`src/rtl/draw_sequencer.sv`:
```
// Round-robin draw-window dispatcher: latches per-channel requests and serves each with a HOLD-cycle DRAW window.
// Optional `DRAW_RETRIGGER_EN: a same-channel request during ACTIVE restarts the window count.
module draw_sequencer #(
    parameter int CH    = 3,
    parameter int CH_W  = 2,
    parameter int CNT_W = 8,
    parameter int HOLD  = 5
) (
    input  logic             CLK,
    input  logic             RST,
    input  logic [CH-1:0]    REQ,
    input  logic             STALL,
    output logic             DRAW,
    output logic [CH_W-1:0]  CH_SEL,
    output logic [CNT_W-1:0] Count,
    output logic             BUSY,
    output logic             DONE,
    output logic [CH-1:0]    PEND
);

    typedef enum logic [1:0] {
        S_IDLE,
        S_SETUP,
        S_ACTIVE,
        S_DONE
    } state_t;

    localparam logic [CNT_W-1:0] LAST_CNT = CNT_W'(HOLD - 1);

    state_t           state, state_n;
    logic [CH_W-1:0]  last_grant, last_n, ch_n;
    logic [CNT_W-1:0] cnt_n;
    logic [CH-1:0]    pend_n, set_m, clr_m;
    logic             retrig;

    // First pending channel strictly after base, wrapping at CH-1 -> 0
    function automatic logic [CH_W-1:0] rr_pick(input logic [CH-1:0] p,
                                                input logic [CH_W-1:0] base);
        logic [CH_W-1:0] g;
        logic            found;
        int              idx;
        g     = '0;
        found = 1'b0;
        for (int i = 1; i <= CH; i++) begin
            idx = (int'(base) + i) % CH;
            if (!found && p[idx]) begin
                g     = CH_W'(idx);
                found = 1'b1;
            end
        end
        return g;
    endfunction

    always_comb begin
        state_n = state;
        ch_n    = CH_SEL;
        cnt_n   = Count;
        last_n  = last_grant;
        clr_m   = '0;
        retrig  = 1'b0;
`ifdef DRAW_RETRIGGER_EN
        retrig  = (state == S_ACTIVE) && REQ[CH_SEL];
`else
        retrig  = 1'b0;
`endif
        set_m = REQ;
        if (retrig)
            set_m[CH_SEL] = 1'b0;

        unique case (state)
            S_IDLE: begin
                if (|PEND) begin
                    state_n = S_SETUP;
                    ch_n    = rr_pick(PEND, last_grant);
                    cnt_n   = '0;
                end
            end
            S_SETUP: begin
                state_n       = S_ACTIVE;
                clr_m[CH_SEL] = 1'b1;
            end
            S_ACTIVE: begin
                if (retrig)
                    cnt_n = '0;
                else if (!STALL) begin
                    if (Count == LAST_CNT)
                        state_n = S_DONE;
                    else
                        cnt_n = Count + CNT_W'(1);
                end
            end
            S_DONE: begin
                last_n = CH_SEL;
                if (|PEND) begin
                    state_n = S_SETUP;
                    ch_n    = rr_pick(PEND, CH_SEL);
                    cnt_n   = '0;
                end else begin
                    state_n = S_IDLE;
                end
            end
            default: state_n = S_IDLE;
        endcase

        // a new request wins over the grant clear
        pend_n = (PEND & ~clr_m) | set_m;
    end

    always_ff @(posedge CLK or posedge RST) begin
        if (RST) begin
            state      <= S_IDLE;
            CH_SEL     <= '0;
            Count      <= '0;
            PEND       <= '0;
            last_grant <= CH_W'(CH - 1);
        end else begin
            state      <= state_n;
            CH_SEL     <= ch_n;
            Count      <= cnt_n;
            PEND       <= pend_n;
            last_grant <= last_n;
        end
    end

    assign DRAW = (state == S_ACTIVE);
    assign DONE = (state == S_DONE);
    assign BUSY = (state != S_IDLE);

endmodule

```
`config.mk`:
```
export PLATFORM = sky130hd
export DESIGN_NAME = draw_sequencer
export DESIGN_NICKNAME = d
export VERILOG_FILES = /design/src/rtl/draw_sequencer.sv
export SDC_FILE = /design/constraint.sdc
export NUM_CORES = 1
export LEC_CHECK = 0
export CAP_MARGIN = 20
export CORE_ASPECT_RATIO = 1.5
export CORE_MARGIN = 5
export CORE_UTILIZATION = 45
export DETAILED_ROUTE_END_ITERATION = 6
export PLACE_DENSITY_LB_ADDON = 0.05
export SLEW_MARGIN = 20
export SYNTH_ARGS = -nofsm -noshare
export SYNTH_HDL_FRONTEND = slang
export SYNTH_SLANG_ARGS = --single-unit
```
`constraint.sdc`:
```
create_clock -name CLK -period 2.4 [get_ports CLK]
set_clock_uncertainty 0.1 [all_clocks]
set_input_delay 0.48 -clock CLK [delete_from_list [all_inputs] [get_ports CLK]]
set_output_delay 0.48 -clock CLK [all_outputs]
set_load 0.02 [all_outputs]
```
==> flow_summary.yaml <==
power:
  p_sw_w: 0.0008121
  p_leak_nw: 0.6780
  p_seq_share_pct: 26.0
  peakVddDrop_uv: 715.3
  power_density_mw_per_mm2: 1106
  p_sw_share_pct: 46.70
  clkPwrFrac_pct: 13.0
  internal-power_w: 0.0009267
  pwr-share-comb_pct: 61.0
min_path:
  hold_end: "last_grant[1]$_DFFE_PP1P_"
  hold_depth: 2
  holdCritStartpoint: "last_grant[1]$_DFFE_PP1P_"
  hold_path.class: "reg2reg"
logic_synthesis:
  postSynthAreaPerCell_um2: 8.846
  synth_edf_count: 0
  synth_common_cells: "dfrtp_1 (16), inv_1 (15), ha_1 (14)"
  synth.most_common_cell: "dfrtp_1"
  ys_ff_latch: 17
  yosysTopAreaCell: "dfrtp_1"
  ys.flop_type: "dfrtp_1"
  synth_async_sr_flop_share_pct: 100.0
  ys_types: 43
  yosys-top-cells-area: "dfrtp_1 (32%), ha_1 (14%), inv_1 (4.5%), a21oi_1 (4.0%), nand2_1 (3.9%)"
  syn-num-nets: 163
  ys_seq_area_share_pct: 33.73
  synth_top_area_share_pct: 31.65
  syn_inst: 143
  syn_area_mm2: 0.001265
  ys_warn_count: 0
critical_path:
  cp-end-kind: "primary output"
  critPathLaunchType: "flop"
  r2r-start: "state[1]$_DFFE_PP0P_"
  path_cells: "inv_1 -> ha_1 -> clkdlybuf4s50_1"
  critPathTopFamily: "buffers and inverters"
  cp_num_buf_inv: 2
  rrSetupSlack_ns: 0.19
  slowest_delay_ns: 0.65
  slowest_stage: "clkdlybuf4s50_1"
  r2r-end: "Count[5]$_DFFE_PP0P_"
  rr_worst_depth: 6
  cp.required_ns: 1.82
  cp.arrival_ns: 1.73
  crit_path_start: "state[0]$_DFFE_PP0P_"
  path_max_fanout: 5
  crit_type: "reg2out"
clocking:
  cts-htree-levels: 1
  root_buffer: "clkbuf_8"
  tritoncts: "built"
  clkLatencyLatePin_ns: 0.26
  cts_buffers: 3
  clk_pin_slew_ns: 0.07
  cts_sinks: 17
  cts_buffer_depth: 2
drt:
  drc: 0
  drt-pass1-iter-count: 4
  post_drt_via_cell_ratio: 5.790
  ant_nets: 0
  drt_iter0_markers: 42
  vias: 1187
  wirelength_um: 3298
  wl_per_cell_um: 16.09
place:
  place_hpwl_um: 2545
  placed_cells: 201
  gp_congestion: 0.8310
  port_buffers: 21
sta:
  worst_slew_pin_slew_ns: 0.7091
  hold_viol: 0
  setup-tns-final_ns: 0
  min_period_ns: 2.307
  worst_slew_margin_rel_pct: 52.67
  drv_slew: 0
  fmax_ghz: 0.4335
  post-route-period-util_pct: 96.12
  rsz0062_at_grt: "no"
  finalSetupViolCount: 0
floorplan:
  core_region_area_mm2: 0.002676
  die_area_mm2: 0.003993
  start_util_pct: 47.27
  fp.dieH_um: 74.94
  io_pins: 22
  rows: 23
  die_x_um: 53.29
final_layout:
  nNetsFinal: 189
  drive_above_1_share_pct: 5.952
  final_cells: 205
  fillers: 241
  syn_to_final_growth_pct: 24.33
  antennaDiodeCount: 0
global_route:
  grt_max_degree: 18
  overflow: 0
  groute.usage.overall_pct: 18.82
  grt_pass1_vias: 1222
  top_usage_layer: "met2"
  grt_pass1_wl_um: 5506
  globalRouteMet1Util_pct: 18.79
  globalRouteMet3Util_pct: 3.168
  antenna_found_initial: 0
  met2_usage_pct: 35.47
status:
  status: "completed"
job:
  maxCapViolations: 0
==> placed cells by master (no fill, tap or decap), types with 2 or more instances in the layout <==
cell type	instances
nand4_1	3
a21oi_1	10
and3_1	2
nand2_1	13
nor4b_1	2
a41o_1	4
nand3_1	2
nor3_1	6
clkdlybuf4s50_1	21
or3_1	2
nand2b_1	2
a21boi_0	2
o31ai_1	3
mux2i_1	2
nor2_1	5
dfrtp_1	16
nor2b_1	3
clkbuf_8	3
o211ai_1	4
a21o_1	4
ha_1	13
inv_1	15
or4_1	3
o21ai_0	4
buf_4	3
==> final cells by class <==
cell class              count  area [µm²]  area share [%]
clock buffers               4       45.04           2.864
inverters                  16       60.06           3.819
multi-input cells         107       762.0           48.45
flip-flops and latches     17       426.7           27.13
well taps                  37       46.29           2.944
repair buffers             24       232.7           14.80
==> how the worst max path moves through the flow <==
stage / to / slack (ns) / depth (start not counted)
CTS: DONE / 0.08 / 2
detailed placement: Count[5]$_DFFE_PP0P_ / 0.21 / 6
global placement: Count[7]$_DFFE_PP0P_ / 0.31 / 6
floorplan: Count[3]$_DFFE_PP0P_ / 0.37 / 7
global route: DRAW / 0.03 / 3
finish: DRAW / 0.09 / 3
==> layer usage <==
| metal | up-vias | wire length, µm | part of all wire [%] |
|---|---|---|---|
| met1 | 566 | 1272 | 39 |
| met5 | - | 0 | 0 |
| met4 | 0 | 129 | 3.9 |
| li1 | 578 | - | - |
| met3 | 10 | 104 | 3.2 |
| met2 | 33 | 1791 | 54 |
==> registers in the layout (all words and copies together) (netlist names) <==
register	flops
Count	8
PEND	3
CH_SEL	2
last_grant	2
state	2
==> kinds of logic after synthesis <==
family | share of synthesized area, %
DFF | 33.73
buffers and inverters | 6.231
adders and majority gates | 14.64
AOI/OAI and AO/OA | 22.55
muxes | 1.583
and+or+nand+nor | 21.27
==> worst min-delay path: stages (launching register included) <==
cell and delay [ns]:
dfstp_2 0.37, inv_1 0.06, o21ai_0 0.08
==> what timing repair did <==
item,CTS,global route
setup buffers,0,0
endpoints found under the setup margin,0,1
hold endpoints to repair,0,0
hold buffers,0,0
resized for setup,0,1
==> power by group through the flow <==
stage          sequential (W)  clock [W]  combinational, W
3_3_place_gp         0.000451          0           0.00103
6_report             0.000452   0.000226           0.00106
3_5_place_dp         0.000457          0           0.00106
2_1_floorplan        0.000476          0          0.000663
5_1_grt              0.000464   0.000241           0.00118
4_1_cts              0.000451   0.000234           0.00106
==> through the flow <==
step | power, W | worst slack [ns] | utilization (%) | cell area [µm²] | hold slack (ns)
floorplan | 0.001139 | 0.3679 | - | 1265 | 0.3053
global placement | 0.001481 | 0.3077 | 56.99 | 1525 | 0.4111
detailed placement | 0.001512 | 0.2097 | 56.99 | 1525 | 0.4142
CTS | 0.001749 | 0.08243 | 58.67 | 1570 | 0.4283
global route | 0.001889 | 0.02753 | 58.77 | 1573 | 0.4623
finish | 0.001739 | 0.09315 | 58.77 | 1573 | 0.4223
Power figures use the tool's default switching activity.
